### src/rtl/int_ctrl_pkg.sv
// int_ctrl_pkg: shared FSM state encoding and default vector constants for button_int_ctrl
package int_ctrl_pkg;
  typedef enum logic [1:0] {S_IDLE, S_REQ, S_SERVICE} state_e;
  localparam logic [15:0] INT_VEC_BASE = 16'h0F80;
  localparam logic [15:0] INT_VEC_STRIDE = 16'h0020;
endpackage

### src/rtl/int_prio_enc.sv
// int_prio_enc: combinational highest-index-wins priority encoder
module int_prio_enc #(
  parameter int N_CH = 4,
  parameter int ID_W = (N_CH > 1) ? $clog2(N_CH) : 1
) (
  input  logic [N_CH-1:0] req,
  output logic            valid,
  output logic [ID_W-1:0] index
);
  // later (higher) channels overwrite earlier ones, so the top set bit wins
  always_comb begin
    valid = |req;
    index = '0;
    for (int i = 0; i < N_CH; i++) if (req[i]) index = ID_W'(i);
  end
endmodule

### src/rtl/button_int_ctrl.sv
// button_int_ctrl: edge-latched button interrupts with vectored request/service handshake (optional INT_SYNC_EN input synchronizer)
module button_int_ctrl
  import int_ctrl_pkg::*;
#(
  parameter int          N_CH       = 4,
  parameter int          PC_W       = 16,
  parameter logic [15:0] VEC_BASE   = INT_VEC_BASE,
  parameter logic [15:0] VEC_STRIDE = INT_VEC_STRIDE,
  localparam int         ID_W       = (N_CH > 1) ? $clog2(N_CH) : 1
) (
  input  logic            clk,
  input  logic            rst,
  input  logic [N_CH-1:0] irq_in,
  input  logic            mask_wr,
  input  logic [N_CH-1:0] mask_data,
  input  logic            int_ack,
  input  logic            ret,
  output logic            int_req,
  output logic [PC_W-1:0] int_vec,
  output logic [ID_W-1:0] int_id,
  output logic            int_active,
  output logic [N_CH-1:0] pending
);
  state_e          state_q;
  logic [N_CH-1:0] irq_s, hist_q, pend_q, pend_d, mask_q, rise, clr, elig;
  logic [ID_W-1:0] id_q, sel;
  logic [PC_W-1:0] vec_q;
  logic            sel_v;
`ifdef INT_SYNC_EN
  logic [N_CH-1:0] s1_q, s2_q;
  // two-flop synchronizer on the raw button levels
  always_ff @(posedge clk) begin
    if (rst) {s2_q, s1_q} <= '0;
    else {s2_q, s1_q} <= {s1_q, irq_in};
  end
  assign irq_s = s2_q;
`else
  assign irq_s = irq_in;
`endif
  assign rise   = irq_s & ~hist_q;
  assign elig   = pend_q & ~mask_q;
  assign clr    = (state_q == S_REQ && int_ack) ? N_CH'(1) << id_q : '0;
  assign pend_d = (pend_q & ~clr) | rise;
  int_prio_enc #(.N_CH(N_CH), .ID_W(ID_W)) u_enc (.req(elig), .valid(sel_v), .index(sel));
  // edge history, pending latch (new edge beats acknowledge clear) and mask register
  always_ff @(posedge clk) begin
    if (rst) begin
      hist_q <= '0;
      pend_q <= '0;
      mask_q <= '0;
    end else begin
      hist_q <= irq_s;
      pend_q <= pend_d;
      if (mask_wr) mask_q <= mask_data;
    end
  end
  // request/service FSM; channel and vector are frozen when leaving IDLE
  always_ff @(posedge clk) begin
    if (rst) begin
      state_q <= S_IDLE;
      id_q    <= '0;
      vec_q   <= PC_W'(VEC_BASE);
    end else begin
      case (state_q)
        S_IDLE: if (sel_v) begin
          state_q <= S_REQ;
          id_q    <= sel;
          vec_q   <= PC_W'(32'(VEC_BASE) + 32'(sel) * 32'(VEC_STRIDE));
        end
        S_REQ:     if (int_ack) state_q <= S_SERVICE;
        S_SERVICE: if (ret) state_q <= S_IDLE;
        default:   state_q <= S_IDLE;
      endcase
    end
  end
  assign int_req    = state_q == S_REQ;
  assign int_active = state_q == S_SERVICE;
  assign int_id     = id_q;
  assign int_vec    = vec_q;
  assign pending    = pend_q;
endmodule
### config.mk
export PLATFORM = sky130hd
export DESIGN_NAME = button_int_ctrl
export DESIGN_NICKNAME = d
export VERILOG_FILES = /design/src/rtl/int_ctrl_pkg.sv /design/src/rtl/int_prio_enc.sv /design/src/rtl/button_int_ctrl.sv
export SDC_FILE = /design/constraint.sdc
export NUM_CORES = 1
export LEC_CHECK = 0
export CAP_MARGIN = 0
export CORE_ASPECT_RATIO = 0.9
export CORE_MARGIN = 3
export CORE_UTILIZATION = 25
export DETAILED_ROUTE_END_ITERATION = 12
export GPL_TIMING_DRIVEN = 0
export PLACE_DENSITY = 0.56
export REMOVE_ABC_BUFFERS = 1
export SKIP_LAST_GASP = 1
export SLEW_MARGIN = 15
export SYNTH_ARGS = -nofsm -noshare
export SYNTH_HDL_FRONTEND = slang
export SYNTH_SLANG_ARGS = --single-unit
### constraint.sdc
create_clock -name clk -period 0.97 [get_ports clk]
set_input_delay 0.194 -clock clk [delete_from_list [all_inputs] [get_ports clk]]
set_output_delay 0.194 -clock clk [all_outputs]
set_load 0.03 [all_outputs]
Word-level counts from Yosys, hierarchy flattened
Cells that the tools add are included.
{"block": "totals", "romBits": 0, "elab_cells": 33, "latchBits": 0, "mem_count": 0, "output_inout_bits": 24, "inputBits": 13, "ff_bits": 32, "ram_bits": 0}
{"block": "classes", "reduce_logical": 5, "mux": 8, "n_eq_ne": 5, "n_mul": 0, "div_mod_pow": 0, "magnitude_cmp": 0, "shift": 1, "bitwise": 7, "addsub": 1}
{"cell": "$add 12x7->13 const A", "n": 1}
{"cell": "$and 4x4->4", "n": 3}
{"cell": "$not 4->4", "n": 3}
{"cell": "$mux 2", "n": 5}
{"cell": "$ne 2x2->1 const B", "n": 3}
{"cell": "$pmux 2 s3", "n": 1}
{"cell": "$mux 4", "n": 1}
{"cell": "$or 4x4->4", "n": 1}
{"cell": "$reduce_or 4->1", "n": 1}
{"cell": "$shl 1x2->4 const A", "n": 1}
{"cell": "$reduce_and 3->1", "n": 1}
{"cell": "$eq 2x1->1 const B", "n": 1}
{"cell": "$eq 2x2->1 const B", "n": 1}
{"cell": "$logic_not 2->1", "n": 1}
{"cell": "$reduce_and 2->1", "n": 1}
{"cell": "$logic_and 1x1->1", "n": 1}
{"cell": "$mux 1", "n": 1}

Logic depth before layout (Yosys ltp)
Gate-level depths: netlist of the first run.
{"block": "logic_depth", "depth_word": 6, "mapped_depth": 4, "mapped_depth_nobuf": 4}

Modules after synthesis
A second synthesis of the first run with hierarchy kept.
{"block": "unflattened", "cells_unflattened": 84, "area_unflattened_um2": 768.2}
{"module": "button_int_ctrl", "instances": 1, "cells_per_inst": 80, "area_per_inst_um2": 744.5, "seq_area_each_um2": 320.3}
{"module": "int_prio_enc", "instances": 1, "cells_per_inst": 4, "area_per_inst_um2": 23.8, "seq_area_each_um2": 0.0}

Worst setup path before layout of the first run
No wires, ideal clock.
{"block": "synth_timing", "path_kind": "register to register", "start": "reg state_q[0]", "end": "reg pend_q[3], in the netlist pending[3]", "required_time_ns": 0.853, "setup_slack_ns": -0.275, "synth_period_minus_slack_ns": 1.245, "setup_time_ns": 0.117, "n_path_buf": 0, "t_arrival_ns": 1.127, "path_stages_with_launch": 5, "cell_sequence": "dfxtp_1 -> nor2b_4 -> and2_4 -> nand3_1 -> a32o_1"}
{"block": "synth_via", "elab_chain_len": 6}
{"item": "from (decl)", "line": "button_int_ctrl.sv:24", "rtl": "state_e state_q;"}
{"item": "from (signal assigned)", "line": "button_int_ctrl.sv:60", "rtl": "state_q <= S_IDLE;"}
{"item": "from (signal assigned)", "line": "button_int_ctrl.sv:66", "rtl": "state_q <= S_REQ;"}
{"item": "from (signal assigned)", "line": "button_int_ctrl.sv:70", "rtl": "S_REQ: if (int_ack) state_q <= S_SERVICE;"}
{"item": "$eq 2x1->1"}
{"item": "via int_req", "line": "button_int_ctrl.sv:18", "rtl": "output logic int_req,"}
{"item": "$logic_and 1x1->1", "line": "button_int_ctrl.sv:42", "rtl": "assign clr = (state_q == S_REQ && int_ack) ? N_CH'(1) << id_q : '0;"}
{"item": "$mux 4", "line": "button_int_ctrl.sv:42"}
{"item": "$not 4->4", "line": "button_int_ctrl.sv:43", "rtl": "assign pend_d = (pend_q & ~clr) | rise;"}
{"item": "$and 4x4->4", "line": "button_int_ctrl.sv:43"}
{"item": "$or 4x4->4", "line": "button_int_ctrl.sv:43"}
{"item": "to (signal assigned)", "line": "button_int_ctrl.sv:53", "rtl": "pend_q <= pend_d;"}
{"item": "to (decl)", "line": "button_int_ctrl.sv:25", "rtl": "logic [N_CH-1:0] irq_s, hist_q, pend_q, pend_d, mask_q, rise, clr, elig;"}
The timed path passes the listed nets, and every way through them passes these cells.
A chain may end at the register's enable or synchronous reset.

Final worst setup path of the first run
{"block": "layout_timing", "start": "reg state_q[0]", "end": "out int_active"}
{"block": "layout_via", "elab_chain_len": 1}
{"item": "$eq 2x2->1", "line": "button_int_ctrl.sv:77", "rtl": "assign int_active = state_q == S_SERVICE;"}
{"item": "to (decl)", "line": "button_int_ctrl.sv:21", "rtl": "output logic int_active,"}
No other way between the ends.

==> out/qor.txt, run 1 <==
maximum vdd ir drop -> 0.698 mV
flop-to-flop setup slack -> -0.19 ns
overall die area -> 0.00379 mm2
detail-routed via count per cell -> 3.99
setup slack after layout -> -0.227 ns
cell area after technology mapping -> 771 um2
Avg WL per Cell -> 10.8 um
startpoint of the worst-slack reg-to-reg timing path -> state_q[1]$_SDFFE_PP0P_
Post-Syn Instances -> 82
Synth-to-Final Area Change -> 45.8%
core footprint -> 0.00284 mm2
leakage power of the design -> 0.482 nW
Remaining DRCs -> 0
die span in x -> 64.5 um
total count of max-transition violations in the final report -> 0
Worst Path Required -> 0.78 ns
Max Clock Skew -> 0.00812 ns
Fmax achieved -> 835 MHz
critical path endpoint -> int_active
total detailed-routing wirelength -> 1.56 mm
Crit. End Element -> primary output
leading cell type in the layout, fill and taps excluded -> conb_1
class of the most critical hold timing path -> in -> reg
total gr overflow -> 0
number of buffers added on ports -> 22
number of global-route vias before repair -> 554
Starting DRT DRC Count -> 16
total number of vias -> 578
Antenna Nets Post-Route -> 0
Clock Sinks -> 16
commonest non-fill, non-tap cells in the layout -> conb_1, clkdlybuf4s50_1, buf_6
Post-CTS Hold Fix Bufs -> 0
1st-pass router iterations -> 3
Rows -> 18
Yosys cell types -> 27
number of inserted diodes -> 0
worst setup slack after placement -> -0.600 ns
Critical Path Source -> state_q[0]$_SDFFE_PP0P_
kind of start point of the critical path -> register
number of warnings printed during yosys synthesis -> 0
starting density of the core -> 27.2%
result of the run -> finished, violations left
most area-consuming cells after synthesis -> dfxtp_1, buf_4, mux2i_1
largest net degree at the start of global routing -> 11
# IOs -> 37
mean area per synthesized cell -> 9.40 um2
unrepaired setup endpoints after global routing -> true
Final Wtd Congestion -> 0.747
final count of hold timing violations -> 0
Finish-stage setup viols -> 16
final critical-path share of the clock period -> 123%
critical path data arrival time -> 1.00 ns
largest fanout on the critical path -> 3
Clock Tree Root -> clkbuf_4
number of buffers between clock root and the deepest sink -> 2
Chip Height -> 58.7 um
minimum period implied by the final worst setup slack -> 1.20 ns
flop and latch count out of synthesis -> 16
wire length of the first global-routing pass -> 2.48 mm
violated checks -> setup timing
number of antenna violations at the first check in global routing -> 0
share of cells above drive strength 1 -> 34.3%
HPWL reported at the end of detailed placement -> 1.17 mm
Critical R2R Capture -> int_vec[5]$_SDFFE_PP0P_
number of max-capacitance violations reported -> 0
areal power density over the cells -> 1710 mW/mm2
kind of critical path -> reg -> out
global-route total usage across every layer -> 8.82%
library cell with the largest summed area after synthesis -> dfxtp_1
clock-pin slew on the worst setup and hold paths -> 0.10 ns
source-to-sink clock delay at the later pin of the worst-skew pair -> 0.29 ns
proportion of netlist area held by the largest area contributor -> 41.6%
H-Tree Level Count -> 1
number of buffers added by the clock tree synthesis step -> 3
length in cells of the worst reg-to-reg path -> 4
CTS tree -> yes
Tot Pwr -> 1.92 mW
sequential-to-total area share from yosys stat -> 41.6%
net total in the final layout -> 119
[worst max-delay path: stages (launching register included)]
cell	delay, ns
dfxtp_2	0.37
and2b_1	0.21
buf_6	0.14
[how the worst min path moves through the flow]
stage                    startpoint                       to  slack [ns]  cells after the start
2_1_floorplan                   rst  state_q[1]$_SDFFE_PP0P_        0.26                      1
6_report                        rst  state_q[1]$_SDFFE_PP0P_        0.39                      2
4_1_cts        hist_q[0]$_SDFF_PP0_    pending[0]$_SDFF_PP0_        0.41                      1
3_3_place_gp   hist_q[0]$_SDFF_PP0_    pending[0]$_SDFF_PP0_        0.39                      1
5_1_grt        hist_q[0]$_SDFF_PP0_    pending[0]$_SDFF_PP0_        0.43                      1
3_5_place_dp   hist_q[0]$_SDFF_PP0_    pending[0]$_SDFF_PP0_        0.40                      1
[report_power, final]
| group | internal, mW | total (mW) | switching [mW] |
|---|---|---|---|
| Sequential | 0.731 | 0.804 | 0.0734 |
| Combinational | 0.316 | 0.675 | 0.359 |
| Clock | 0.228 | 0.437 | 0.209 |
[synth_stat cells (all sizes together)]
master	n
a32o	3
and2	1
mux2i	4
o21ai	2
nand3b	2
nor2	5
clkbuf	1
and2b	1
nand3	1
o311a	1
nor3	1
o311ai	1
o21a	1
nand2b	5
buf	17
a21boi	2
nand2	2
inv	5
dfxtp	16
a311oi	1
nor2b	7
a21oi	1
conb	2
[stage by stage]
stage                     instances  area, um2  hold WS, ns  utilization (%)  TNS, ns
after floorplan                  76        687        0.263                -    -1.48
after global placement          138        957        0.392             33.7    -8.65
after detailed placement        138        957        0.400             33.7    -8.92
after CTS                       144       1060        0.405             37.3    -1.54
after global routing            145       1120        0.429             39.6    -2.39
final                           145       1120        0.389             39.6    -1.55
[repair_timing]
action / CTS / global route
gates resized for setup: 85 / 14
setup buffers: 2 / 1
endpoints found under the hold margin: 0 / 0
pin swaps: 8 / 1
setup endpoints to repair: 18 / 18
[routing by layer]
metal	track usage [%]	vias up	wire, um
li1	-	288	-
met1	9.26	271	606
met2	15.9	17	840
met3	4.01	2	99
met4	2.71	0	15
met5	0	-	0
[flip-flops by register name (all words and copies together), names as in the netlist]
signal   flops
int_vec      2
pending      4
hist_q       4
mask_q       4
state_q      2
[layout make-up]
| cell class | instances | area, um2 |
|---|---|---|
| Tap cell | 40 | 50.0 |
| Clock buffer | 4 | 36.3 |
| Sequential cell | 16 | 348 |
| Inverter | 5 | 18.8 |
| Fill cell | 307 | 1710 |
| Multi-Input combinational cell | 55 | 415 |
| Timing Repair Buffer | 25 | 255 |
[kinds of logic after synthesis]
group / Yosys count / share of synthesized area [%]
buf+inv: 23 / 19.2
simple gates: 25 / 19.8
compound gates: 12 / 13.3
mux: 4 / 5.20
flops: 16 / 41.6
other cells: 2 / 0.974
(Power assumes the default switching activity.)
==> run 2, diff against run 1 <==
Settings changed: CORE_ASPECT_RATIO 0.9 to 2, CTS_BUF_LIST from default to sky130_fd_sc_hd__clkbuf_16.
Clock period 0.97 ns to 0.96 ns, I/O delays scaled along.
==> run 2 against run 1 <==
The run still ends with setup timing left. Register-to-register slack improved by 0.05 ns. Wire length shrank 1.8%. Sequential share of layout area is 0.61 points lower. Power is 18% higher. Final area down 1.7%. Clock skew is 0.0070 ns lower. Clock-buffer cell count down 1. Worst hold slack worse by 0.12 ns. Clock power increased by 86%. Worst setup slack better by 0.065 ns. Non-clock buffer count shrank 1. Critical endpoint unchanged. Largest cell class unchanged. Largest power group unchanged.
==> out/qor.txt, run 2 (same netlist as run 1, synthesis figures left out) <==
result of the run -> finished, violations left
violated checks -> setup timing
source-to-sink clock delay at the later pin of the worst-skew pair -> 0.25 ns (-0.04 ns)
leading cell type in the layout, fill and taps excluded -> conb_1
number of antenna violations at the first check in global routing -> 0 (unchanged)
Rows -> 27 (+9)
sum of negative setup slack -> -0.976 ns (+0.570 ns)
kind of critical path -> reg -> out
areal power density over the cells -> 2050 mW/mm2 (+20%)
H-Tree Level Count -> 1 (unchanged)
wire length of the first global-routing pass -> 2.52 mm (+1.7%)
1st-pass router iterations -> 2 (-1)
Starting DRT DRC Count -> 12 (-4)
Finish-stage setup viols -> 12 (-4)
Clock Sinks -> 16 (unchanged)
unrepaired setup endpoints after global routing -> true
core footprint -> 0.00284 mm2 (unchanged)
HPWL reported at the end of detailed placement -> 1.20 mm (+2.6%)
leakage power of the design -> 0.489 nW (+1.6%)
Final Wtd Congestion -> 0.676 (-9.5%)
clock-pin slew on the worst setup and hold paths -> 0.05 ns (-0.05 ns)
CTS tree -> yes
Chip Height -> 84.5 um (+44%)
net total in the final layout -> 118 (-0.84%)
starting density of the core -> 27.2% (unchanged)
maximum vdd ir drop -> 1.13 mV (+62%)
Worst Hold Depth -> 2 (unchanged)
Fmax achieved -> 891 MHz
Antenna Nets Post-Route -> 0 (unchanged)
flop-to-flop setup slack -> -0.14 ns (+0.05 ns)
Avg WL per Cell -> 11.5 um (+7.1%)
Critical R2R Capture -> pending[1]$_SDFF_PP0_
number of buffers added on ports -> 22 (unchanged)
overall die area -> 0.00383 mm2 (+1.0%)
setup slack after layout -> -0.162 ns (+0.0649 ns)
startpoint of the most critical hold path -> rst
startpoint of the worst-slack reg-to-reg timing path -> state_q[0]$_SDFFE_PP0P_
Worst Path Required -> 0.77 ns (about the same)
total count of max-transition violations in the final report -> 0 (unchanged)
minimum period implied by the final worst setup slack -> 1.12 ns
worst hold endpoint -> int_vec[5]$_SDFFE_PP0P_
global-route total usage across every layer -> 8.96% (+0.14 points)
Remaining DRCs -> 0 (unchanged)
length in cells of the worst reg-to-reg path -> 4 (unchanged)
fin area -> 0.00110 mm2 (-1.7%)
Tot Pwr -> 2.27 mW (+18%)
utilization after layout -> 38.9% (-0.66 points)
Post-Route Hold Slack -> 0.269 ns (-0.120 ns)
number of global-route vias before repair -> 574 (+3.6%)
Crit. End Element -> primary output
class of the most critical hold timing path -> in -> reg
number of inserted diodes -> 0 (unchanged)
detail-routed via count per cell -> 4.33 (+8.6%)
critical path data arrival time -> 0.93 ns (-0.07 ns)
final critical-path share of the clock period -> 117%
total detailed-routing wirelength -> 1.53 mm (-1.8%)
largest net degree at the start of global routing -> 11 (unchanged)
number of buffers added by the clock tree synthesis step -> 3 (unchanged)
Post-CTS Hold Fix Bufs -> 0 (unchanged)
final count of hold timing violations -> 0 (unchanged)
Synth-to-Final Area Change -> 43.3%
share of cells above drive strength 1 -> 32.7% (-1.6 points)
Clock Tree Root -> clkbuf_16
total number of vias -> 576 (-0.35%)
commonest non-fill, non-tap cells in the layout -> conb_1, clkdlybuf4s50_1, buf_6
die span in x -> 45.3 um (-30%)
largest fanout on the critical path -> 3 (unchanged)
post-place instance area -> 943 um2 (-1.4%)
# IOs -> 37 (unchanged)
number of max-capacitance violations reported -> 0 (unchanged)
number of buffers between clock root and the deepest sink -> 2 (unchanged)
Max Clock Skew -> 0.00107 ns (-0.00704 ns)
kind of start point of the critical path -> register
total gr overflow -> 0 (unchanged)
run 2: cell types whose count changed in the layout (fill, tap and decap cells not counted), moves of 3 or more:
| cell | previous run | this run |
|---|---|---|
| clkbuf_16 | 0 | 3 |
| dfxtp_2 | 1 | 6 |
| dfxtp_4 | 7 | 2 |
| clkbuf_4 | 3 | 0 |
run 2: power breakdown:
group          switching (mW)  total (mW)  leakage (nW)  internal, mW
Sequential             0.0804       0.824         0.136         0.744
Clock                   0.262       0.815        0.0385         0.553
Combinational           0.330       0.629         0.315         0.299
Total                   0.673        2.27         0.489          1.60
run 2: final cells by class:
cell class / count / area [um2]
fillers: 304 / 1730
well taps: 29 / 36.3
clock inverters: 1 / 3.75
repair buffers: 24 / 238
clock buffers: 3 / 75.1
inverters: 5 / 18.8
multi-input cells: 55 / 398
flip-flops and latches: 16 / 335
run 2: how the worst max path moves through the flow:
stage	slack [ns]	cells past startpoint	startpoint	endpoint
6_report	-0.16	2	state_q[0]$_SDFFE_PP0P_	int_active
5_1_grt	-0.21	2	state_q[0]$_SDFFE_PP0P_	int_active
4_1_cts	-0.17	2	state_q[0]$_SDFFE_PP0P_	int_active
3_5_place_dp	-0.60	3	rst	pending[1]$_SDFF_PP0_
3_3_place_gp	-0.58	3	rst	pending[3]$_SDFF_PP0_
2_1_floorplan	-0.30	4	state_q[0]$_SDFFE_PP0P_	pending[3]$_SDFF_PP0_
run 2: layer usage:
metal	track usage, %	part of all wire [%]
met1	9.41	36
met2	14.7	53
met3	1.93	7.8
met4	6.40	3.0
met5	0	0
run 2: worst max-delay path, cell delays in order (launching register included):
cell,delay [ns]
dfxtp_2,0.33
and2b_1,0.22
buf_6,0.14
run 2: stage by stage:
step	setup slack, ns	instances
2_1_floorplan	-0.299	76
3_3_place_gp	-0.583	127
3_5_place_dp	-0.601	127
4_1_cts	-0.167	132
5_1_grt	-0.208	133
6_report	-0.162	133
run 2: timing repair:
action	4_1_cts	5_1_grt
endpoints found under the setup margin	20	14
resized for setup	84	6
pin swaps	5	1
buffers inserted	1	1
==> run 3, diff against run 2 <==
Settings changed: PLACE_DENSITY 0.56 to 0.59.
==> run 3 against run 2 <==
The run still ends with setup timing left. Utilization fell by 0.22 points. Worst setup slack got worse by 0.0014 ns. Sequential share of layout area rose by 0.17 points. Die area did not move. Final cell count rose by 0.75%. Largest cell class unchanged.
==> out/qor.txt, run 3 (same netlist as run 1, synthesis figures left out) <==
share of cells above drive strength 1 -> 31.4% (-1.3 points)
unrepaired setup endpoints after global routing -> true
areal power density over the cells -> 2050 mW/mm2 (-0.12%)
total detailed-routing wirelength -> 1.65 mm (+7.8%)
class of the most critical hold timing path -> reg -> reg
violated checks -> setup timing
count of filler cells inserted in the layout -> 302 (-0.66%)
1st-pass router iterations -> 3 (+1)
total number of vias -> 577 (+0.17%)
largest net degree at the start of global routing -> 11 (unchanged)
number of buffers between clock root and the deepest sink -> 2 (unchanged)
H-Tree Level Count -> 1 (unchanged)
starting density of the core -> 27.2% (unchanged)
kind of critical path -> reg -> out
Clock Sinks -> 16 (unchanged)
number of buffers added on ports -> 22 (unchanged)
Clock Tree Root -> clkbuf_16
Chip Height -> 84.5 um (unchanged)
Post-CTS Hold Fix Bufs -> 0 (unchanged)
Rows -> 27 (unchanged)
final count of hold timing violations -> 0 (unchanged)
leading cell type in the layout, fill and taps excluded -> conb_1
Remaining DRCs -> 0 (unchanged)
CTS tree -> yes
number of antenna violations at the first check in global routing -> 0 (unchanged)
Post-Place Cells -> 127 (unchanged)
Final Wtd Congestion -> 0.787 (+16%)
Max Clock Skew -> 0.00366 ns (+0.00259 ns)
die span in x -> 45.3 um (unchanged)
detail-routed via count per cell -> 4.31 (-0.57%)
Starting DRT DRC Count -> 12 (unchanged)
commonest non-fill, non-tap cells in the layout -> conb_1, clkdlybuf4s50_1, buf_6
overall die area -> 0.00383 mm2 (unchanged)
largest fanout on the critical path -> 3 (unchanged)
Crit. End Element -> primary output
result of the run -> finished, violations left
setup slack after layout -> -0.163 ns (-0.00143 ns)
Avg WL per Cell -> 12.3 um (+7.0%)
number of global-route vias before repair -> 583 (+1.6%)
number of max-capacitance violations reported -> 0 (unchanged)
non-filler cells, final -> 134 (+0.75%)
global-route total usage across every layer -> 9.29% (+0.33 points)
maximum vdd ir drop -> 0.743 mV (-34%)
HPWL reported at the end of detailed placement -> 1.25 mm (+4.1%)
total gr overflow -> 0 (unchanged)
net total in the final layout -> 119 (+0.85%)
source-to-sink clock delay at the later pin of the worst-skew pair -> 0.25 ns (about the same)
clock-pin slew on the worst setup and hold paths -> 0.05 ns (about the same)
wire length of the first global-routing pass -> 2.58 mm (+2.5%)
core footprint -> 0.00284 mm2 (unchanged)
# IOs -> 37 (unchanged)
final critical-path share of the clock period -> 117% (+0.15 points)
Worst Path Required -> 0.77 ns (about the same)
leakage power of the design -> 0.487 nW (-0.42%)
worst setup slack after placement -> -0.585 ns (+0.0156 ns)
Synth-to-Final Area Change -> 42.5%
Fmax achieved -> 890 MHz (-0.13%)
kind of start point of the critical path -> register
Finish-stage setup viols -> 12 (unchanged)
minimum period implied by the final worst setup slack -> 1.12 ns (+0.00143 ns)
number of inserted diodes -> 0 (unchanged)
critical path data arrival time -> 0.93 ns (about the same)
Antenna Nets Post-Route -> 0 (unchanged)
number of buffers added by the clock tree synthesis step -> 3 (unchanged)
total count of max-transition violations in the final report -> 0 (unchanged)
## run 3: cell type report
type	count	area, um2	share of cell area (%)
Tap cell	29	36.3	3.30
Clock buffer	3	75.1	6.83
Multi-Input combinational cell	55	380	34.6
Clock inverter	1	3.75	0.342
Inverter	5	18.8	1.71
Timing Repair Buffer	25	249	22.7
Sequential cell	16	335	30.5
## run 3: path summary, 6_finish.rpt
path	end	slack, ns	depth (start not counted)	startpoint
max	int_active	-0.16	2	state_q[0]$_SDFFE_PP0P_
max reg2reg	pending[3]$_SDFF_PP0_	-0.14	4	state_q[0]$_SDFFE_PP0P_
min reg2reg	pending[0]$_SDFF_PP0_	0.41	1	hist_q[0]$_SDFF_PP0_
min	pending[0]$_SDFF_PP0_	0.41	1	hist_q[0]$_SDFF_PP0_
## run 3: timing repair
| action | 4_1_cts | 5_1_grt |
|---|---|---|
| gates resized for setup | 82 | 4 |
| pin swaps | 4 | 0 |
| endpoints found under the setup margin | 19 | 14 |
| buffers inserted | 2 | 1 |
## run 3: power by group
part | switching [mW] | internal [mW] | total [mW]
sequential | 0.0746 | 0.744 | 0.819
combinational | 0.335 | 0.294 | 0.629
clock | 0.253 | 0.552 | 0.805
total | 0.663 | 1.59 | 2.25
## run 3: metal layers
metal,track usage (%),vias up,wire length [um]
met5,0,-,0
met4,6.40,0,35
met3,2.36,4,125
met2,15.4,24,889
met1,9.55,260,603
li1,-,289,-
## run 3: stage by stage
step	power, mW	setup TNS, ns	utilization [%]	instance area (um2)	hold slack, ns
3_5_place_dp	1.37	-9.01	33.2	943	0.410
3_3_place_gp	1.36	-8.93	33.2	943	0.395
2_1_floorplan	1.15	-1.56	-	687	0.261
6_report	2.25	-1.06	38.7	1100	0.407
5_1_grt	2.36	-1.69	38.7	1100	0.441
4_1_cts	2.25	-1.05	37.6	1070	0.409
## run 3: critical path, stage by stage, from the launching register on
cell,delay (ns)
dfxtp_2,0.32
and2b_1,0.23
buf_6,0.14
